<file path="src/rtl/vga_pkg.sv">
// vga_pkg: constants and types shared by the VGA display blocks.
// Holds the 640x480@60 timing constants, the board tile codes, the tile
// palette and the per-pixel flag bundle that travels down the pipeline.
package vga_pkg;

  localparam int H_ACTIVE = 640;
  localparam int H_FP     = 16;
  localparam int H_SYNC   = 96;
  localparam int H_BP     = 48;
  localparam int V_ACTIVE = 480;
  localparam int V_FP     = 10;
  localparam int V_SYNC   = 2;
  localparam int V_BP     = 33;

  localparam int H_TOTAL      = H_ACTIVE + H_FP + H_SYNC + H_BP;
  localparam int V_TOTAL      = V_ACTIVE + V_FP + V_SYNC + V_BP;
  localparam int H_SYNC_START = H_ACTIVE + H_FP;
  localparam int H_SYNC_END   = H_SYNC_START + H_SYNC;
  localparam int V_SYNC_START = V_ACTIVE + V_FP;
  localparam int V_SYNC_END   = V_SYNC_START + V_SYNC;

  // Counter width; covers both 0..799 and 0..524.
  localparam int CNT_W = 10;

  localparam int TILE_HIDDEN = 9;
  localparam int TILE_FLAG   = 10;
  localparam int TILE_MINE   = 11;

  localparam logic [11:0] PAL_OPEN   = 12'hCCC;
  localparam logic [11:0] PAL_N1     = 12'h00F;
  localparam logic [11:0] PAL_N2     = 12'h0A0;
  localparam logic [11:0] PAL_N3     = 12'hF00;
  localparam logic [11:0] PAL_N4     = 12'h008;
  localparam logic [11:0] PAL_N5     = 12'h800;
  localparam logic [11:0] PAL_N6     = 12'h088;
  localparam logic [11:0] PAL_N7     = 12'h000;
  localparam logic [11:0] PAL_N8     = 12'h888;
  localparam logic [11:0] PAL_HIDDEN = 12'h777;
  localparam logic [11:0] PAL_FLAG   = 12'hFA0;
  localparam logic [11:0] PAL_MINE   = 12'hF0F;
  localparam logic [11:0] PAL_SPARE  = 12'h0FF;
  localparam logic [11:0] COL_OFF    = 12'h000;
  localparam logic [11:0] COL_GRID   = 12'h222;

  typedef struct packed {
    logic active;
    logic hit;
    logic hsync_n;
    logic vsync_n;
    logic frame_start;
  } pix_flags_t;

  localparam pix_flags_t FLAGS_RST = '{active: 1'b0, hit: 1'b0, hsync_n: 1'b1,
                                       vsync_n: 1'b1, frame_start: 1'b0};

endpackage

</file>
<file path="src/rtl/vga_timing.sv">
// vga_timing: 640x480@60 horizontal/vertical counters with active and sync
// flags. Reusable by any display block driven by a pixel strobe.
// Ports:
//   clk, rst          clock, asynchronous active-high reset
//   i_pix_en          pixel strobe; counters advance only when 1
//   o_hcnt, o_vcnt    current pixel position
//   o_hcnt_nxt/_vnxt  position the counters take at the next clk edge
//                     (equal to the current one when i_pix_en is 0)
//   o_active          current position is in the visible area
//   o_hsync_n/o_vsync_n  active-low sync levels for the current position
module vga_timing
  import vga_pkg::*;
(
  input  logic             clk,
  input  logic             rst,
  input  logic             i_pix_en,
  output logic [CNT_W-1:0] o_hcnt,
  output logic [CNT_W-1:0] o_vcnt,
  output logic [CNT_W-1:0] o_hcnt_nxt,
  output logic [CNT_W-1:0] o_vcnt_nxt,
  output logic             o_active,
  output logic             o_hsync_n,
  output logic             o_vsync_n
);

  logic [CNT_W-1:0] r_hcnt;
  logic [CNT_W-1:0] r_vcnt;
  logic [CNT_W-1:0] w_hcnt_nxt;
  logic [CNT_W-1:0] w_vcnt_nxt;

  always_comb begin
    w_hcnt_nxt = r_hcnt;
    w_vcnt_nxt = r_vcnt;
    if (i_pix_en) begin
      if (r_hcnt == CNT_W'(H_TOTAL - 1)) begin
        w_hcnt_nxt = '0;
        if (r_vcnt == CNT_W'(V_TOTAL - 1)) w_vcnt_nxt = '0;
        else                               w_vcnt_nxt = r_vcnt + 1'b1;
      end else begin
        w_hcnt_nxt = r_hcnt + 1'b1;
      end
    end
  end

  always_ff @(posedge clk or posedge rst) begin
    if (rst) begin
      r_hcnt <= '0;
      r_vcnt <= '0;
    end else if (i_pix_en) begin
      r_hcnt <= w_hcnt_nxt;
      r_vcnt <= w_vcnt_nxt;
    end
  end

  assign o_hcnt     = r_hcnt;
  assign o_vcnt     = r_vcnt;
  assign o_hcnt_nxt = w_hcnt_nxt;
  assign o_vcnt_nxt = w_vcnt_nxt;
  assign o_active   = (r_hcnt < CNT_W'(H_ACTIVE)) && (r_vcnt < CNT_W'(V_ACTIVE));
  assign o_hsync_n  = !((r_hcnt >= CNT_W'(H_SYNC_START)) && (r_hcnt < CNT_W'(H_SYNC_END)));
  assign o_vsync_n  = !((r_vcnt >= CNT_W'(V_SYNC_START)) && (r_vcnt < CNT_W'(V_SYNC_END)));

endmodule

</file>
<file path="src/rtl/vga_tile_reader.sv">
// vga_tile_reader: display-side reader of the Minesweeper board RAM.
// Generates VGA timing, fetches the tile word under each pixel through the
// RAM's read port and drives registered colour and sync for that pixel.
// Optional feature macro: GRID_LINES_EN draws a 1-px 0x222 line on the
// top/left edge of every tile.
// Ports:
//   clk          system clock (RAM reads on its falling edge)
//   rst          asynchronous active-high reset
//   pix_en       pixel strobe; every register advances only when 1
//   mem_addr     registered board-RAM read address
//   mem_data     board-RAM read data, valid one posedge after mem_addr
//   hsync/vsync  active-low syncs
//   rgb          {r,g,b} 4 bits each, 0 outside the board or in blanking
//   frame_start  one-strobe pulse with the output of pixel (0,0)
// Pipeline: S0 counters + mem_addr (addressed from the counters' next
// value so the fetch lines up with the pixel), S1 tile word + flags,
// S2 output registers. Pixel-to-pin latency is two strobes.
module vga_tile_reader
  import vga_pkg::*;
#(
  parameter int DATA_WIDTH    = 32,
  parameter int ADDRESS_WIDTH = 12,
  parameter int BOARD_W       = 5,
  parameter int BOARD_H       = 5,
  parameter int TILE_LOG2     = 5,
  parameter int BOARD_X0      = 240,
  parameter int BOARD_Y0      = 160
)(
  input  logic                     clk,
  input  logic                     rst,
  input  logic                     pix_en,
  output logic [ADDRESS_WIDTH-1:0] mem_addr,
  input  logic [DATA_WIDTH-1:0]    mem_data,
  output logic                     hsync,
  output logic                     vsync,
  output logic [11:0]              rgb,
  output logic                     frame_start
);

  localparam int BOARD_X1 = BOARD_X0 + (BOARD_W << TILE_LOG2);
  localparam int BOARD_Y1 = BOARD_Y0 + (BOARD_H << TILE_LOG2);

  function automatic logic [11:0] tile_colour(input logic [3:0] code);
    case (code)
      4'd0:               return PAL_OPEN;
      4'd1:               return PAL_N1;
      4'd2:               return PAL_N2;
      4'd3:               return PAL_N3;
      4'd4:               return PAL_N4;
      4'd5:               return PAL_N5;
      4'd6:               return PAL_N6;
      4'd7:               return PAL_N7;
      4'd8:               return PAL_N8;
      4'(TILE_HIDDEN):    return PAL_HIDDEN;
      4'(TILE_FLAG):      return PAL_FLAG;
      4'(TILE_MINE):      return PAL_MINE;
      default:            return PAL_SPARE;
    endcase
  endfunction

  logic [CNT_W-1:0] w_hcnt;
  logic [CNT_W-1:0] w_vcnt;
  logic [CNT_W-1:0] w_hcnt_nxt;
  logic [CNT_W-1:0] w_vcnt_nxt;
  logic             w_active;
  logic             w_hsync_n;
  logic             w_vsync_n;

  vga_timing u_timing (
    .clk        (clk),
    .rst        (rst),
    .i_pix_en   (pix_en),
    .o_hcnt     (w_hcnt),
    .o_vcnt     (w_vcnt),
    .o_hcnt_nxt (w_hcnt_nxt),
    .o_vcnt_nxt (w_vcnt_nxt),
    .o_active   (w_active),
    .o_hsync_n  (w_hsync_n),
    .o_vsync_n  (w_vsync_n)
  );

  // ---- S0: board hit and address for the pixel the counters move to
  logic [CNT_W-1:0]         w_dx;
  logic [CNT_W-1:0]         w_dy;
  logic [CNT_W-1:0]         w_col;
  logic [CNT_W-1:0]         w_row;
  logic                     w_hit_nxt;
  logic [ADDRESS_WIDTH-1:0] w_addr_nxt;
  logic                     w_origin;

  assign w_dx      = w_hcnt_nxt - CNT_W'(BOARD_X0);
  assign w_dy      = w_vcnt_nxt - CNT_W'(BOARD_Y0);
  assign w_col     = w_dx >> TILE_LOG2;
  assign w_row     = w_dy >> TILE_LOG2;
  assign w_hit_nxt = (w_hcnt_nxt >= CNT_W'(BOARD_X0)) && (w_hcnt_nxt < CNT_W'(BOARD_X1)) &&
                     (w_vcnt_nxt >= CNT_W'(BOARD_Y0)) && (w_vcnt_nxt < CNT_W'(BOARD_Y1));
  assign w_addr_nxt = ADDRESS_WIDTH'(w_row) * ADDRESS_WIDTH'(BOARD_W) + ADDRESS_WIDTH'(w_col);
  assign w_origin   = (w_hcnt == '0) && (w_vcnt == '0);

  logic [ADDRESS_WIDTH-1:0] r_mem_addr;
  logic                     r_hit0;

  // Off-board pixels leave the address alone; their data is masked by hit.
  always_ff @(posedge clk or posedge rst) begin
    if (rst) begin
      r_mem_addr <= '0;
      r_hit0     <= 1'b0;
    end else if (pix_en) begin
      r_hit0 <= w_hit_nxt;
      if (w_hit_nxt) r_mem_addr <= w_addr_nxt;
    end
  end

`ifdef GRID_LINES_EN
  logic w_grid_nxt;
  logic r_grid0;
  logic r_grid1;

  assign w_grid_nxt = w_hit_nxt &&
                      ((w_dx[TILE_LOG2-1:0] == '0) || (w_dy[TILE_LOG2-1:0] == '0));

  always_ff @(posedge clk or posedge rst) begin
    if (rst) begin
      r_grid0 <= 1'b0;
      r_grid1 <= 1'b0;
    end else if (pix_en) begin
      r_grid0 <= w_grid_nxt;
      r_grid1 <= r_grid0;
    end
  end
`endif

  // ---- S1: tile word (only code and cursor bits matter) plus flags
  logic [4:0]  r_tile1;
  pix_flags_t  r_flags1;

  always_ff @(posedge clk or posedge rst) begin
    if (rst) begin
      r_tile1  <= '0;
      r_flags1 <= FLAGS_RST;
    end else if (pix_en) begin
      r_tile1  <= mem_data[4:0];
      r_flags1 <= '{active: w_active, hit: r_hit0, hsync_n: w_hsync_n,
                    vsync_n: w_vsync_n, frame_start: w_origin};
    end
  end

  // ---- S2: colour decode and output registers
  logic [11:0] w_colour;

  always_comb begin
    w_colour = COL_OFF;
    if (r_flags1.active && r_flags1.hit) begin
      w_colour = tile_colour(r_tile1[3:0]) ^ {12{r_tile1[4]}};
`ifdef GRID_LINES_EN
      if (r_grid1) w_colour = COL_GRID;
`endif
    end
  end

  logic [11:0] r_rgb;
  logic        r_hsync;
  logic        r_vsync;
  logic        r_frame_start;

  always_ff @(posedge clk or posedge rst) begin
    if (rst) begin
      r_rgb         <= '0;
      r_hsync       <= 1'b1;
      r_vsync       <= 1'b1;
      r_frame_start <= 1'b0;
    end else if (pix_en) begin
      r_rgb         <= w_colour;
      r_hsync       <= r_flags1.hsync_n;
      r_vsync       <= r_flags1.vsync_n;
      r_frame_start <= r_flags1.frame_start;
    end
  end

  assign mem_addr    = r_mem_addr;
  assign rgb         = r_rgb;
  assign hsync       = r_hsync;
  assign vsync       = r_vsync;
  assign frame_start = r_frame_start;

endmodule

</file>
<file path="config.mk">
export PLATFORM = sky130hd
export DESIGN_NAME = vga_tile_reader
export DESIGN_NICKNAME = d
export VERILOG_FILES = /design/src/rtl/vga_pkg.sv /design/src/rtl/vga_timing.sv /design/src/rtl/vga_tile_reader.sv
export SDC_FILE = /design/constraint.sdc
export NUM_CORES = 1
export LEC_CHECK = 0
export BUFFER_PORTS_ARGS = -buffer_cell sky130_fd_sc_hd__buf_2
export CORE_UTILIZATION = 25
export CTS_CLUSTER_DIAMETER = 60
export DETAILED_ROUTE_END_ITERATION = 12
export SYNTH_ARGS = -nofsm -noshare
export SYNTH_HDL_FRONTEND = slang
export SYNTH_SLANG_ARGS = --single-unit
</file>
<file path="constraint.sdc">
create_clock -name clk -period 4.6 [get_ports clk]
set_input_delay 0 -clock clk [delete_from_list [all_inputs] [get_ports clk]]
set_output_delay 0 -clock clk [all_outputs]
set_load 0.03 [all_outputs]
</file>
### After elaboration in Yosys (flattened, before gate mapping)

Memory sizes are Yosys's and may differ from the RTL's.
Cells that the tools add are included.

| storage, ports and cells | value |
|---|---|
| output and inout port bits | 27 |
| register bits | 58 |
| memories kept | 1 |
| memory bits (read-only) | 192 |
| logic and storage cells | 54 |
| input bits | 35 |

| operators by class | value |
|---|---|
| equality and inequality tests | 2 |
| $lt $le $gt $ge | 10 |
| $add $sub $neg | 5 |
| mux-type cells | 7 |
| reductions and logical operators | 13 |
| multiply operators | 1 |
| bitwise logic cells | 1 |

Memories:

| memory | words | bits a word | read ports | clocked after Yosys merged registers in | wr ports | line | RTL |
|---|---|---|---|---|---|---|---|
| (name not given) | 16 | 12 | 1 | 0 | 0 | vga_tile_reader.sv:44 | `case (code)` |

Operators with widths:

| operator | number |
|---|---|
| 10-bit two-way mux | 5 |
| 10-bit by 9-bit less-than comparator with 1-bit output, second input constant | 4 |
| 12-bit two-way mux | 2 |
| 10-bit by 1-bit adder with 10-bit output, second input constant | 2 |
| 10-bit equality test, second input constant | 2 |
| 10-bit by 8-bit >= comparator with 1-bit output, second input constant | 2 |
| 10-bit logical NOT | 2 |
| 10-bit less-than comparator, second input constant | 2 |
| 10-bit by 8-bit subtractor with 10-bit output, second input constant | 2 |
| 12-bit bitwise XOR | 1 |
| 10-bit >= comparator, second input constant | 1 |
| 10-bit by 9-bit >= comparator with 1-bit output, second input constant | 1 |
| 8-bit by 5-bit adder with 9-bit output | 1 |
| 1-bit logical AND | 8 |
| 5-bit by 3-bit multiplier with 8-bit output, second input constant | 1 |
| 1-bit logical NOT | 2 |
| 2-bit AND reduction | 1 |

### Depth between registers and ports, before layout

| logic depth | value |
|---|---|
| depth in word-level cells | 8 |
| mapped depth | 22 |
| mapped depth without buffers | 21 |

### Hierarchy

A second synthesis with hierarchy kept.

| unflattened totals | value |
|---|---|
| cell total of the unflattened synthesis | 363 |
| area, all modules | 3592.2 µm² |

Modules (own cells, without submodules):

| module | seq. area each (µm²) | times used | area an instance (µm²) | cells each |
|---|---|---|---|---|
| vga_tile_reader | 805.8 | 1 | 2174.6 | 214 |
| vga_timing | 500.5 | 1 | 1417.6 | 149 |

### Worst setup path after synthesis

OpenSTA, ideal clock, no wires.

| timing | value |
|---|---|
| path kind | register to register |
| start point | register u_timing.r_hcnt[0] (netlist: u_timing.o_hcnt[0]) |
| end point | register r_mem_addr[7] (netlist: mem_addr[7]) |
| setup time | 0.125 ns |
| data arrival time | 4.421 ns |
| clock period less this slack | 4.545 ns |
| cell stages (with the launch flop) | 23 |
| path slack | 0.055 ns |
| data required time | 4.475 ns |
| buffers on the path | 1 |
| path through | dfrtp_1 ha_1 nand2_1 or4_1 clkbuf_1 nor2_1 xor2_1 inv_1 ha_1 o21ai_0 xnor2_1 ha_1 inv_1 fa_1 inv_1 ha_1 inv_1 nor2_1 nor2_1 nor2b_1 o21ai_0 nand2b_1 mux2_2 |

| on the way | value |
|---|---|
| elaborated cells between the ends (all ways) | 18 |
| those cells by class | add/sub (4); mul (1); order compare (4); eq/ne (1); mux (4); reduce/logical (4) |

RTL lines:

| item | line | RTL |
|---|---|---|
| start, declared | vga_timing.sv:26 | `logic [CNT_W-1:0] r_hcnt;` |
| start signal, assigned | vga_timing.sv:50 | `r_hcnt <= w_hcnt_nxt;` |
| 10-bit equality test (*) | vga_timing.sv:35 | `if (r_hcnt == CNT_W'(H_TOTAL - 1)) begin` |
| 10-bit two-way mux (*) | vga_timing.sv:35 |  |
| 10-bit two-way mux (*) | vga_timing.sv:34 | `if (i_pix_en) begin` |
| net u_timing.o_vcnt_nxt[5] | vga_timing.sv:20 | `output logic [CNT_W-1:0] o_vcnt_nxt,` |
| branches (longest 4 deep; another with 10-bit by 8-bit subtractor with 10-bit output) | - |  |
| end signal, assigned | vga_tile_reader.sv:110 | `if (w_hit_nxt) r_mem_addr <= w_addr_nxt;` |
| end, declared | vga_tile_reader.sv:100 | `logic [ADDRESS_WIDTH-1:0] r_mem_addr;` |

Mark *: on every way through the listed nets, which the timed path passes.
A chain may end at the register's enable or synchronous reset.

### Final worst setup path

| timing | value |
|---|---|
| start point | register u_timing.r_hcnt[1] (netlist: u_timing.o_hcnt[1]) |
| end point | register r_mem_addr[7] (netlist: mem_addr[7]) |

The elaborated chain is that of the path after synthesis.

==> reports/summary.txt <==
die height = 122 um
switching pwr = 0.366 mW
Routed Antenna Nets = 0
commonest non-fill, non-tap cell in the layout = dfrtp_1
wl on met1 = 3.73 mm
vias per cell = 4.70
total global-route track usage = 11.1%
Syn Std Cell Area = 3600 um2
async set or reset register ratio after synthesis = 100%
Final WS setup = 0.345 ns
HPWL after DPL = 5.47 mm
die extent in x = 122 um
Synth Instances = 367
Worst EP arrival = 4.44 ns
post-route setup TNS = 0 ns
Reg power frac = 45.4%
vias in the first global route = 2753
Post-synth top flop = dfrtp_1
clk_lat worst skew = 0.30 ns
Hold Path Depth = 4
htree depth = 2
critical path class = reg2reg
most frequent cells in the layout = 48 x dfrtp_1, 30 x buf_2, 27 x inv_1
antenna violations before repair = 0
number of distinct library cells after synthesis = 59
# port buffers = 30
post-synthesis sequential area ratio = 36.3%
R2R depth = 21
die footprint = 14900 um2
critical path's largest stage delay = 0.55 ns
first-pass GRT wire length = 13.3 mm
router iterations before antenna repair = 4
Initial Utilization = 25.8%
Clock Path Buffers = 2
Hold Crit Class = in2reg
DR top layer = met4
Slew Limit Fails = 0
post-CTS setup buffer count = 0
Max Cap Viol = 0
drt wl/cell = 13.0 um
maximum VDD drop = 0.129 mV
clock sink total = 52
Worst EP required = 4.79 ns
area delta synth->final = 16.5%
CTS Root Cell = clkbuf_16
cell internal pwr = 0.792 mW
Setup Skew = 0.00462 ns
CP Capture Type = flip-flop
FMAX = 0.235 GHz
crit share post-route = 92.5%
Clock power frac = 34.7%
WL met2 = 3.43 mm
Sw Ratio = 31.6%
Clock transition at path regs = 0.07 ns
Nets = 471
WL final = 7.66 mm
Iter 0 DRT Violations = 197
# IOs = 62
# setup viols final = 0
pin count of the biggest net entering global routing = 53
Avg Inst Size Synth = 9.82 um2
Rel. slew slack = 54.4%
slowest library cell on the worst path = or4_4
Worst Hold Launch = pix_en
Seq cells post-synth = 52
Largest delay share family, worst path = adder cells
ANT cells = 0
crit-path max FO = 2
GP Congestion = 0.859
layout cells sized above 1 = 23.5%
WHS Endpoint = u_timing.o_hcnt[2]
Leak = 1.87 nW
minimum clock period = 4.25 ns
TritonCTS buffer count = 5
worst slew pin tran = 0.684 ns
Fin. Hold Viols = 0
PD cells = 276 nW/um2
GR Overflow Total = 0
number of remaining DRC errors = 0
critical path cell sequence = ha_1 -> nand2_1 -> or4_4 -> nor2_2 -> xor2_1 -> inv_1 -> ha_1 -> o21ai_1 -> xnor2_1 -> ha_1 -> inv_1 -> fa_1 -> inv_1 -> ha_1 -> inv_1 -> nor2_1 -> nor2_1 -> nor2b_1 -> o21ai_0 -> nand2b_1 -> mux2_2
yosys warns = 0
R2R Setup Slk = 0.35 ns
status = completed
CTS tree = done
Post-synth EDFFs = 0
DR vias = 2769
Crit Reg-Reg Endpoint = mem_addr[7]
RSZ-0062 raised after global routing = false
Post-Place Setup Slack = 0.245 ns
Gate power share = 19.9%
routed wl met3 = 369 um
CP bufs+invs = 4
# rows = 43
critical path launch point type = flip-flop
Core Area = 14000 um2
worst flop-to-flop path startpoint = u_timing.o_hcnt[1]
==> how the worst max path moves through the flow <==
stage,from,to,slack (ns),depth (start not counted)
after global routing,u_timing.o_hcnt[1],mem_addr[7],0.04,21
after CTS,u_timing.o_hcnt[0],mem_addr[7],0.20,21
after global placement,u_timing.o_hcnt[0],mem_addr[7],0.28,21
after detailed placement,u_timing.o_hcnt[0],mem_addr[7],0.24,21
after floorplan,u_timing.o_hcnt[0],mem_addr[7],0.05,22
final,u_timing.o_hcnt[1],mem_addr[7],0.35,21
==> cell families after synthesis <==
group	count (synthesis)	synth area share [%]
AOI/OAI and AO/OA	79	15.1
xor gates and xnor gates	35	8.51
adders and majority gates	28	10.3
buffers and inverters	54	7.64
DFF	52	36.2
muxes	18	5.52
other	1	0.104
and+or+nand+nor	100	16.5
==> through the flow <==
stage	cells	util [%]	total power, mW	hold WS (ns)	instance area, um2
2_1_floorplan	370	-	0.693	0.121	3610
6_report	589	30.0	1.16	0.177	4200
5_1_grt	589	30.0	1.23	0.174	4200
3_3_place_gp	575	28.4	0.752	0.230	3980
4_1_cts	589	30.0	1.17	0.148	4190
3_5_place_dp	575	28.4	0.762	0.232	3980
==> timing repair <==
action,4_1_cts,5_1_grt
hold buffers,6,0
setup endpoints to repair,0,1
hold endpoints to repair,53,0
resized for setup,0,3
==> routing by layer <==
metal	track usage, %	vias to the layer above
li1	-	1370
met1	14.8	1318
met2	17.5	67
met3	2.62	14
met4	3.96	0
met5	0	-
==> layout make-up <==
| type | instances | area [um2] |
|---|---|---|
| clock inverter | 3 | 28.8 |
| sequential | 52 | 1310 |
| tap | 180 | 225 |
| fill | 1499 | 9790 |
| inverter | 28 | 105 |
| multi-input combinational | 264 | 2040 |
| timing repair buffer | 57 | 368 |
| clock buffer | 5 | 125 |
==> state kept, by name, indices dropped and copies added, names as in the netlist <==
register	cells
rgb	10
u_timing.o_hcnt	10
u_timing.o_vcnt	10
mem_addr	8
r_flags1	5
r_tile1	5
frame_start	1
hsync	1
r_hit0	1
vsync	1
==> cells in the mapped netlist, drive strengths merged, types with 4 or more instances <==
master | instances | area share, %
dfstp | 4 | 2.9
inv | 28 | 2.9
nand2 | 20 | 2.1
nand3 | 14 | 2.1
a21oi | 11 | 1.5
mux2 | 15 | 4.7
dfrtp | 48 | 33
o22ai | 7 | 1.2
o21ai | 23 | 3.2
nor2b | 5 | 0.87
buf | 15 | 3.6
o31ai | 4 | 0.83
ha | 25 | 8.7
nand4 | 6 | 1.0
xnor2 | 20 | 4.9
xor2 | 15 | 3.6
a21o | 4 | 0.90
nor3 | 9 | 1.6
o2bb2ai | 11 | 2.7
clkbuf | 11 | 1.1
nor4 | 9 | 2.0
a31oi | 4 | 1.1
nor2 | 15 | 1.6
o21a | 4 | 0.83
==> worst min-delay path, delay by kind of cell <==
family	cells	cell delay [ns]
simple gates	1	0.10
buf+inv	2	0.27
xor+xnor	1	0.07
==> power groups by stage <==
stage	clock network, mW	registers [mW]	logic (mW)
floorplan	0	0.521	0.172
global placement	0	0.530	0.222
detailed placement	0	0.533	0.229
CTS	0.417	0.525	0.233
global route	0.436	0.530	0.262
finish	0.401	0.526	0.231
Power figures use the tool's default switching activity.
